`src/rtl/spi_param_regs.sv`:
```
// rtl/spi_param_regs.sv - SPI mode-0 slave deframer and atomic parameter register bank
module spi_param_regs #(
  parameter logic [7:0] HEADER      = 8'hA5,
  parameter int         SYNC_STAGES = 2,
  parameter int         FRAME_BITS  = 56
) (
  input  logic        clk,
  input  logic        rst_n,
  input  logic        spi_sck,
  input  logic        spi_cs_n,
  input  logic        spi_mosi,
  output logic        spi_miso,
  output logic [7:0]  pic_dat,
  output logic [23:0] fre_dat,
  output logic [15:0] amp_dat,
  output logic        SPI_OK,
  output logic        frame_done,
  output logic        frame_err
);

  localparam int               CNT_W    = $clog2(FRAME_BITS + 2);
  localparam logic [CNT_W-1:0] CNT_FULL = CNT_W'(FRAME_BITS);
  localparam logic [CNT_W-1:0] CNT_SAT  = CNT_W'(FRAME_BITS + 1);

  typedef enum logic [1:0] {IDLE, SHIFT, CHECK} state_t;

  logic [SYNC_STAGES-1:0] sck_sync_q, sck_sync_d;
  logic [SYNC_STAGES-1:0] cs_sync_q, cs_sync_d;
  logic [SYNC_STAGES-1:0] mosi_sync_q, mosi_sync_d;
  logic                   sck_dly_q, sck_dly_d;
  logic                   cs_dly_q, cs_dly_d;

  state_t                 state_q, state_d;
  logic [CNT_W-1:0]       bit_cnt_q, bit_cnt_d;
  logic [FRAME_BITS-1:0]  shreg_q, shreg_d;
  logic [7:0]             status_q, status_d;
  logic                   miso_q, miso_d;
  logic [7:0]             pic_q, pic_d;
  logic [23:0]            fre_q, fre_d;
  logic [15:0]            amp_q, amp_d;
  logic                   ok_q, ok_d;
  logic                   done_q, done_d;
  logic                   err_q, err_d;
  logic                   last_err_q, last_err_d;
  logic [5:0]             frame_cnt_q, frame_cnt_d;

  logic sck_s, cs_n_s, mosi_s;
  logic sck_rise, sck_fall, cs_fall, cs_rise;
  logic frame_valid;

  assign sck_s  = sck_sync_q[SYNC_STAGES-1];
  assign cs_n_s = cs_sync_q[SYNC_STAGES-1];
  assign mosi_s = mosi_sync_q[SYNC_STAGES-1];

  assign sck_rise = sck_s & ~sck_dly_q;
  assign sck_fall = ~sck_s & sck_dly_q;
  assign cs_fall  = ~cs_n_s & cs_dly_q;
  assign cs_rise  = cs_n_s & ~cs_dly_q;

  assign frame_valid = (bit_cnt_q == CNT_FULL) &&
                       (shreg_q[FRAME_BITS-1 -: 8] == HEADER);

  // Synchroniser chains plus one extra flop per line for edge detection
  always_comb begin
    sck_sync_d  = {sck_sync_q[SYNC_STAGES-2:0], spi_sck};
    cs_sync_d   = {cs_sync_q[SYNC_STAGES-2:0], spi_cs_n};
    mosi_sync_d = {mosi_sync_q[SYNC_STAGES-2:0], spi_mosi};
    sck_dly_d   = sck_s;
    cs_dly_d    = cs_n_s;
  end

  // Frame FSM: shift bits while selected, judge the frame for one cycle after deselect
  always_comb begin
    state_d     = state_q;
    bit_cnt_d   = bit_cnt_q;
    shreg_d     = shreg_q;
    status_d    = status_q;
    miso_d      = miso_q;
    pic_d       = pic_q;
    fre_d       = fre_q;
    amp_d       = amp_q;
    ok_d        = ok_q;
    done_d      = 1'b0;
    err_d       = 1'b0;
    last_err_d  = last_err_q;
    frame_cnt_d = frame_cnt_q;
    case (state_q)
      IDLE: begin
        bit_cnt_d = '0;
        miso_d    = 1'b0;
        if (cs_fall) begin
          state_d  = SHIFT;
          // MSB of the status byte goes out immediately; the rest queue behind it
          miso_d   = ok_q;
          status_d = {last_err_q, frame_cnt_q, 1'b0};
        end
      end
      SHIFT: begin
        if (cs_rise) begin
          state_d = CHECK;
          miso_d  = 1'b0;
        end else begin
          if (sck_rise) begin
            shreg_d = {shreg_q[FRAME_BITS-2:0], mosi_s};
            if (bit_cnt_q != CNT_SAT) bit_cnt_d = bit_cnt_q + CNT_W'(1);
          end
          // Zero fill means MISO naturally reads 0 once the status byte is spent
          if (sck_fall) begin
            miso_d   = status_q[7];
            status_d = {status_q[6:0], 1'b0};
          end
        end
      end
      CHECK: begin
        state_d = IDLE;
        if (frame_valid) begin
          pic_d       = shreg_q[47:40];
          fre_d       = shreg_q[39:16];
          amp_d       = shreg_q[15:0];
          ok_d        = 1'b1;
          done_d      = 1'b1;
          last_err_d  = 1'b0;
          frame_cnt_d = frame_cnt_q + 6'd1;
        end else if (bit_cnt_q != '0) begin
          err_d      = 1'b1;
          last_err_d = 1'b1;
        end
      end
      default: state_d = IDLE;
    endcase
  end

  // State registers; chip-select synchroniser resets to the deselected level
  always_ff @(posedge clk or negedge rst_n) begin
    if (!rst_n) begin
      sck_sync_q  <= '0;
      cs_sync_q   <= '1;
      mosi_sync_q <= '0;
      sck_dly_q   <= 1'b0;
      cs_dly_q    <= 1'b1;
      state_q     <= IDLE;
      bit_cnt_q   <= '0;
      shreg_q     <= '0;
      status_q    <= '0;
      miso_q      <= 1'b0;
      pic_q       <= '0;
      fre_q       <= '0;
      amp_q       <= '0;
      ok_q        <= 1'b0;
      done_q      <= 1'b0;
      err_q       <= 1'b0;
      last_err_q  <= 1'b0;
      frame_cnt_q <= '0;
    end else begin
      sck_sync_q  <= sck_sync_d;
      cs_sync_q   <= cs_sync_d;
      mosi_sync_q <= mosi_sync_d;
      sck_dly_q   <= sck_dly_d;
      cs_dly_q    <= cs_dly_d;
      state_q     <= state_d;
      bit_cnt_q   <= bit_cnt_d;
      shreg_q     <= shreg_d;
      status_q    <= status_d;
      miso_q      <= miso_d;
      pic_q       <= pic_d;
      fre_q       <= fre_d;
      amp_q       <= amp_d;
      ok_q        <= ok_d;
      done_q      <= done_d;
      err_q       <= err_d;
      last_err_q  <= last_err_d;
      frame_cnt_q <= frame_cnt_d;
    end
  end

  assign spi_miso   = miso_q;
  assign pic_dat    = pic_q;
  assign fre_dat    = fre_q;
  assign amp_dat    = amp_q;
  assign SPI_OK     = ok_q;
  assign frame_done = done_q;
  assign frame_err  = err_q;

endmodule

```
`config.mk`:
```
export PLATFORM = sky130hd
export DESIGN_NAME = spi_param_regs
export DESIGN_NICKNAME = d
export VERILOG_FILES = /design/src/rtl/spi_param_regs.sv
export SDC_FILE = /design/constraint.sdc
export NUM_CORES = 1
export LEC_CHECK = 0
export BUFFER_PORTS_ARGS = -buffer_cell sky130_fd_sc_hd__buf_2
export CAP_MARGIN = 20
export CORE_MARGIN = 3
export CORE_UTILIZATION = 60
export CTS_BUF_LIST = sky130_fd_sc_hd__clkbuf_4 sky130_fd_sc_hd__clkbuf_8 sky130_fd_sc_hd__clkbuf_16
export CTS_CLUSTER_DIAMETER = 50
export DETAILED_ROUTE_END_ITERATION = 10
export PLACE_DENSITY = 0.85
export SYNTH_ARGS = -nofsm -noshare
export SYNTH_HDL_FRONTEND = slang
export SYNTH_SLANG_ARGS = --single-unit
```
`constraint.sdc`:
```
create_clock -name clk -period 3.2 [get_ports clk]
set_clock_uncertainty 0.15 [all_clocks]
set_input_delay 0.8 -clock clk [delete_from_list [all_inputs] [get_ports clk]]
set_output_delay 0.8 -clock clk [all_outputs]
set_load 0.01 [all_outputs]
```
* Word level (Yosys, flattened, before mapping)
Index checks and enable logic that the tools add are counted.
Widths: inputs -> output; s select.
** Word-level totals
- Register bits after elaboration :: 139
- Logic and storage cells :: 75
** Operators by class
- Add/sub/neg operators :: 2
- Eq/ne operators :: 12
- Multiplexer cells :: 22
- Bitwise operators :: 9
- Reductions and logical operators :: 12
** Operators with widths (count)
- $mux 8 :: 3
- $mux 6 :: 3
- $pmux 8 s2 :: 1
- $add 6x1->6 const B :: 2
- $ne 2x2->1 const B :: 6
- $pmux 6 s2 :: 1
- $mux 1 :: 10
- $eq 8x8->1 const B :: 1
- $reduce_and 2->1 :: 4
- $reduce_and 4->1 :: 2
- $eq 6x6->1 const B :: 1
- $ne 6x6->1 const B :: 1
- $reduce_bool 6->1 :: 1
- $not 1->1 :: 5
- $and 1x1->1 :: 4
- $mux 2 :: 2
- $pmux 2 s2 :: 1
- $reduce_bool 2->1 :: 2
- $ne 3x3->1 const B :: 1
- $reduce_and 3->1 :: 1
- $eq 2x1->1 const B :: 1
- $eq 2x2->1 const B :: 1
- $logic_not 2->1 :: 1
- $pmux 1 s2 :: 1
- $logic_and 1x1->1 :: 1

* Logic depth before layout (Yosys ltp)
Gate-level depths: netlist of the first run.
- Depth after elaboration :: 5
- Mapped depth :: 8

* Worst setup path before layout of the first run
Ideal clock, no wire load.
- Kind :: reg2reg
- From :: reg cs_dly_q
- To :: reg status_q[2]
- Data arrival time :: 1.483 ns
- Data required time :: 2.925 ns
- Path slack :: 1.442 ns
- Stages on the path, launching flop included :: 6
- Path buffers :: 1
- Clock period less this slack :: 1.758 ns
- Cell sequence :: dfstp_2 -> nand2b_1 -> clkbuf_2 -> a41oi_2 -> nor2_4 -> mux2_2
** On the way
- Word-level cells in the longest chain between the ends :: 4
** Ends and longest elaborated chain
- start: declaration :: RTL line 31 : logic cs_dly_q, cs_dly_d;
- start signal: assignment :: RTL line 159 : cs_dly_q <= cs_dly_d;
- $not 1->1 :: RTL line 58 : assign cs_rise = cs_n_s & ~cs_dly_q;
- $and 1x1->1 :: RTL line 58
- $ne 2x2->1 (no line)
- $reduce_and 4->1 (no line) *
- end signal: assignment :: RTL line 163 : status_q <= status_d;
- end: declaration :: RTL line 36 : logic [7:0] status_q, status_d;
Every way passes the cells marked *; elsewhere a longest branch is shown, timed or not.
A chain may end at the register's enable or synchronous reset.

* Worst setup path after layout of the first run
- From :: reg state_q[1]
- To :: reg shreg_q[40]
** On the way
- Word-level cells in the longest chain between the ends :: 2
** Ends and longest elaborated chain
- start: declaration :: RTL line 33 : state_t state_q, state_d;
- start signal: assignment :: RTL line 160 : state_q <= state_d;
- $eq 2x1->1 :: RTL line 87 : case (state_q)
- $reduce_and 3->1 (no line)
- end signal: assignment :: RTL line 162 : shreg_q <= shreg_d;
- end: declaration :: RTL line 35 : logic [FRAME_BITS-1:0] shreg_q, shreg_d;
No other way between the ends.

==> metrics.yaml, run 1 <==
status: "complete, no violations"
hold_buffers: 0
fp-row-count: 34
tns_ns: 0
port_buffers: 56
clk_latency_ns: 0.51
post-cts-setup-buffer-count: 0
dp.cells: 722
cts_resized: 0
syn_area_per_cell_um2: 9.598
dieArea_mm2: 0.01044
drc: 0
cts_buffers: 17
final_cell_mix: "nand2_1, dfrtp_1, buf_2"
start_kind: "flip-flop"
crit_type: "flip-flop to flip-flop"
multi_input_area_mm2: 0.001913
diodes: 0
antenna_found_initial: 0
seq_area_mm2: 0.003457
die_w_um: 102.2
wire_per_inst_um: 15.28
rsz0062_at_grt: "false"
critPathMaxFanout: 36
power_density_mw_per_mm2: 605.8
io_pins: 57
ys_seq_area_share_pct: 62.31
ys_types: 49
layout-drive-gt1-share_pct: 18.73
drtIter0Drc: 205
gr-total-overflow: 0
fin_nets: 642
hold_viol_final: 0
postRouteAntennaNets: 0
first_pass_iters: 6
ir_drop_mv: 0.3047
drv_cap: 0
layout_commonest_cell: "nand2_1"
clkTransAtPathRegs_ns: 0.06
cts_tree: "built"
dr_wl_met2_mm: 6.015
cts-root-buf: "clkbuf_8"
worstMarginPinSlew_ns: 0.5794
ys_ff_latch: 138
die_h_um: 102.2
syn_nets: 587
clk_path_buf_depth: 2
fin_ws_ns: 0.9327
syn_area_mm2: 0.005548
syn_inst: 578
fin_cells: 754
slew_viol_final: 0
finalCritPeriodShare_pct: 70.85
core_mm2: 0.008848
area_growth_pct: 16.69
place_congestion: 0.8110
cp.arrival_ns: 2.56
dp_hpwl_mm: 7.096
track_usage_pct: 24.33
end_kind: "flip-flop"
finalWirelength_mm: 11.52
grt_max_degree: 64
p_leak_nw: 3.699
timing.fmax_mhz: 441.1
drt-met1-wl_mm: 4.678
vias: 4095
required_ns: 3.50
vias_per_cell: 5.431
slew_headroom_pct: 61.24
ys.warnings.count: 0
dp_slack_ns: 1.005
hold_path_class: "input port to async pin"
cts.sinks: 138
initial_core_util_pct: 62.70
grt_pass1_wl_mm: 19.45
routed-wl-met3_um: 546
highest_layer: "met4"
fillers: 574
h-tree-depth: 4
period_needed_ns: 2.267
grt_pass1_vias: 4030
setup_viol: 0
-- sequential cells by signal, summed over array words and instances (netlist names), 6 cells and up --
signal / cells
shreg_q: 56
fre_dat: 24
amp_dat: 16
pic_dat: 8
status_q: 7
bit_cnt_q: 6
frame_cnt_q: 6
-- final cells by class --
type | count | area share (%)
Inverter | 6 | 0.3479
Clock inverter | 14 | 2.455
Clock buffer | 18 | 6.610
Sequential cell | 138 | 53.40
Timing Repair Buffer | 64 | 5.547
Tap cell | 108 | 2.087
Multi-Input combinational cell | 406 | 29.55
-- where the power goes --
group	leakage [nW]	total (mW)	switching (mW)	internal, mW
clock network	0.284	1.91	0.761	1.15
registers	1.90	1.85	0.0508	1.80
logic	1.52	0.165	0.110	0.0550
-- synthesized netlist by cell type, drive strengths merged --
cell type / number / area (um^2)
dfrtp: 135 / 3378
inv: 6 / 22.52
o21a: 1 / 7.510
nor2: 5 / 26.27
o21ai: 5 / 25.02
ha: 4 / 50.05
nor3: 3 / 15.01
a22oi: 1 / 7.510
xnor2: 3 / 26.28
a211o: 2 / 17.52
nand3: 5 / 37.54
and3b: 1 / 8.760
nor3b: 2 / 15.01
a31oi: 3 / 18.77
o211a: 1 / 10.01
clkbuf: 12 / 47.55
buf: 16 / 110.1
and4: 2 / 17.52
xor2: 2 / 17.52
or3b: 1 / 8.760
o31ai: 1 / 7.510
nand4b: 1 / 8.760
nand2b: 5 / 31.28
or4: 1 / 7.510
nand2: 323 / 1215
and4b: 2 / 20.02
a21oi: 3 / 15.01
nand3b: 1 / 7.510
nand4: 2 / 18.77
nor2b: 1 / 6.260
o211ai: 2 / 15.01
and2: 1 / 6.260
and4bb: 2 / 28.78
o311ai: 1 / 8.760
mux2i: 2 / 20.02
nor4: 1 / 6.260
dfstp: 3 / 78.83
o31a: 1 / 8.760
a41oi: 1 / 16.27
mux2: 13 / 146.4
a21o: 1 / 7.510
-- metal layers --
| metal | up-vias | track usage [%] |
|---|---|---|
| met5 | - | 0 |
| met4 | 0 | 9.485 |
| met3 | 31 | 6.007 |
| met2 | 128 | 41.38 |
| met1 | 2000 | 30.16 |
| li1 | 1936 | - |
-- worst max-delay path, stage by stage, from the launching register on --
cell      delay [ns]
dfrtp_1         0.59
and4bb_4        0.46
and2_2          0.36
buf_4           0.41
nand2_1         0.13
nand2_1         0.10
-- logic make-up after synthesis --
kind of cell               after synthesis  share of synthesized area, %
AOI/OAI and AO/OA                       23                         2.977
xor gates and xnor gates                 5                        0.7895
adders and majority gates                4                        0.9022
buffers and inverters                   34                         3.248
DFF                                    138                         62.31
muxes                                   15                         3.000
and+or+nand+nor                        359                         26.77
-- final timing paths --
path	slack, ns	depth (start not counted)	endpoint	start
worst max-delay path	0.93	5	shreg_q[40]$_DFFE_PN0P_	state_q[1]$_DFFE_PN0P_
worst min-delay path	0.11	1	sck_sync_q[1]$_DFF_PN0_	rst_n
worst max register to register	0.93	5	shreg_q[40]$_DFFE_PN0P_	state_q[1]$_DFFE_PN0P_
worst min register to register	0.20	0	sck_sync_q[1]$_DFF_PN0_	sck_sync_q[0]$_DFF_PN0_
max in group asynchronous	1.91	2	status_q[2]$_DFFE_PN0P_	rst_n
min in group clk	0.20	0	sck_sync_q[1]$_DFF_PN0_	sck_sync_q[0]$_DFF_PN0_
-- through the flow --
step           power (mW)  area [um^2]  utilization (%)  hold slack, ns
6_report            3.922         6474            73.16          0.1097
5_1_grt             4.058         6474            73.16          0.1286
4_1_cts             3.945         6474            73.16          0.1212
3_5_place_dp        2.043         5887            66.53          0.1905
3_3_place_gp        2.033         5887            66.53          0.1862
2_1_floorplan       1.975         5548                -          0.1812
No activity file was read; power rests on OpenSTA's default activity.
==> inputs of run 2 (changes only) <==
- CORE_UTILIZATION: 60 -> 53
- PLACE_DENSITY: 0.85 -> 0.8
- clock period: 3.2 -> 1.9 ns (I/O delays scaled with it)
==> run 2 against run 1 <==
  * Routed wire length barely moved
  * Via count rose by 1.0%
  * Worst hold slack improved by 0.088 ns
  * Global-route usage fell by 3.0 points
  * Register-to-register slack got worse by 0.90 ns
  * Final cell count rose by 6.2%
  * Utilization fell by 5.0 points
  * Critical endpoint is now frame_cnt_q[4]$_DFFE_PN0P_
  * Largest power group unchanged
==> metrics.yaml, run 2 (synthesized netlist as in run 1, its figures left out) <==
status: "complete, no violations"
drc: 0  # unchanged
die_w_um: 108.3  # +6.0%
io_pins: 57  # unchanged
hold_viol_final: 0  # unchanged
cts-root-buf: "clkbuf_8"
period_needed_ns: 1.864  # -0.4036 ns
worstMarginPinSlew_ns: 0.5365  # -0.04292 ns
layout_commonest_cell: "nand2_1"
total_power_mw: 6.791  # +73%
wire_per_inst_um: 14.39  # -5.8%
critPathMaxFanout: 5  # -86%
dp_slack_ns: 0.07225  # -0.9329 ns
diodes: 0  # unchanged
cts_buffers: 17  # unchanged
finalCritPeriodShare_pct: 98.09  # +27 points
fin_nets: 664  # +3.4%
start_kind: "flip-flop"
final_cell_mix: "nand2_1, dfrtp_1, buf_2"
finalWirelength_mm: 11.52  # about the same
fin_ws_ns: 0.03634  # -0.8964 ns
clk_latency_ns: 0.53  # +0.02 ns
grt_max_degree: 44  # -31%
h-tree-depth: 4  # unchanged
hold_path_class: "flip-flop to flip-flop"
slew_viol_final: 0  # unchanged
power_density_mw_per_mm2: 1000  # +65%
drv_cap: 0  # unchanged
final_util_pct: 68.19  # -5.0 points
ir_drop_mv: 0.6731  # +120%
end_kind: "flip-flop"
slew_headroom_pct: 64.16  # +2.9 points
place_congestion: 0.8437  # +4.0%
port_buffers: 56  # unchanged
die_h_um: 108.3  # +6.0%
crit_type: "flip-flop to flip-flop"
tns_ns: 0  # unchanged
cts.sinks: 138  # unchanged
clkTransAtPathRegs_ns: 0.06  # about the same
timing.fmax_mhz: 536.6  # +22%
p_leak_nw: 3.857  # +4.3%
largest_reg_flops: 56  # unchanged
dp_hpwl_mm: 7.484  # +5.5%
postRouteAntennaNets: 0  # unchanged
clk_path_buf_depth: 2  # unchanged
grt_pass1_wl_mm: 19.30  # -0.78%
grt_pass1_vias: 4095  # +1.6%
setup_viol: 0  # unchanged
track_usage_pct: 21.35  # -3.0 points
vias: 4136  # +1.0%
placed_area_mm2: 0.006103  # +3.7%
area_growth_pct: 22.35
post-route-cell-area_mm2: 0.006788  # +4.9%
dieArea_mm2: 0.01173  # +12%
initial_core_util_pct: 55.73  # -7.0 points
post-cts-setup-buffer-count: 0  # unchanged
required_ns: 2.18  # -1.32 ns
antenna_found_initial: 0  # unchanged
first_pass_iters: 5  # -1
fp-row-count: 36  # +5.9%
regMostFlops: "shreg_q"
cp.arrival_ns: 2.14  # -0.42 ns
cts_tree: "built"
gr-total-overflow: 0  # unchanged
vias_per_cell: 5.164  # -4.9%
drtIter0Drc: 224  # +9.3%
core_mm2: 0.009955  # +12%
layout-drive-gt1-share_pct: 21.26  # +2.5 points
==> run 2: cell count changes in the layout (fill, tap and decap cells not counted), moves of 2 or more <==
cell           delta
buf_6             +2
inv_6             -3
buf_4            +11
buf_12            +4
dlygate4sd3_1     +4
clkbuf_4          +2
nand2b_2          +2
nand2b_1          -2
==> run 2: critical path, stage by stage (launching register included) <==
cell	delay, ns
dfrtp_1	0.38
inv_1	0.08
ha_1	0.19
and4b_1	0.29
and4_4	0.30
nand4_1	0.15
xnor2_1	0.23
==> run 2: timing repair <==
| action | in CTS | in global routing |
|---|---|---|
| hold buffers | 4 | 0 |
| gates resized for setup | 0 | 10 |
| endpoints found under the hold margin | 37 | 0 |
| endpoints found under the setup margin | 0 | 91 |
==> run 2: path summary, 6_finish.rpt <==
| kind | from | slack (ns) | cells after the start | to |
|---|---|---|---|---|
| hold reg to reg | sck_sync_q[0]$_DFF_PN0_ | 0.20 | 0 | sck_sync_q[1]$_DFF_PN0_ |
| max in group asynchronous | rst_n | 0.75 | 3 | cs_dly_q$_DFF_PN1_ |
| hold / removal | sck_sync_q[0]$_DFF_PN0_ | 0.20 | 0 | sck_sync_q[1]$_DFF_PN0_ |
| setup / recovery | bit_cnt_q[1]$_DFFE_PN0P_ | 0.04 | 6 | frame_cnt_q[4]$_DFFE_PN0P_ |
| setup reg to reg | bit_cnt_q[1]$_DFFE_PN0P_ | 0.04 | 6 | frame_cnt_q[4]$_DFFE_PN0P_ |
| min in group asynchronous | rst_n | 0.28 | 2 | status_q[3]$_DFFE_PN0P_ |
==> run 2: metrics by stage <==
| stage | cells | hold slack (ns) |
|---|---|---|
| floorplan | 578 | 0.02941 |
| global placement | 765 | 0.1833 |
| detailed placement | 765 | 0.1949 |
| CTS | 801 | 0.2003 |
| global route | 801 | 0.2217 |
| finish | 801 | 0.1974 |
==> run 2: layout make-up <==
type / instances / area [um^2]
flip-flops and latches: 138 / 3457
repair buffers: 86 / 599.3
fillers: 730 / 3167
well taps: 133 / 166.4
inverters: 6 / 22.52
clock inverters: 12 / 163.9
multi-input cells: 406 / 1936
clock buffers: 20 / 442.9
==> run 2: power breakdown <==
part | total [mW] | internal [mW] | switching [mW]
clock | 3.33 | 2.08 | 1.25
combinational | 0.355 | 0.137 | 0.218
sequential | 3.10 | 3.03 | 0.0709
total | 6.79 | 5.25 | 1.54
==> run 2: layer usage <==
layer  share of wire (%)  global-route usage (%)
met3                 5.3                   5.552
met5                   0                       0
met4                 2.2                   9.919
met1                  42                   27.69
met2                  50                   33.88
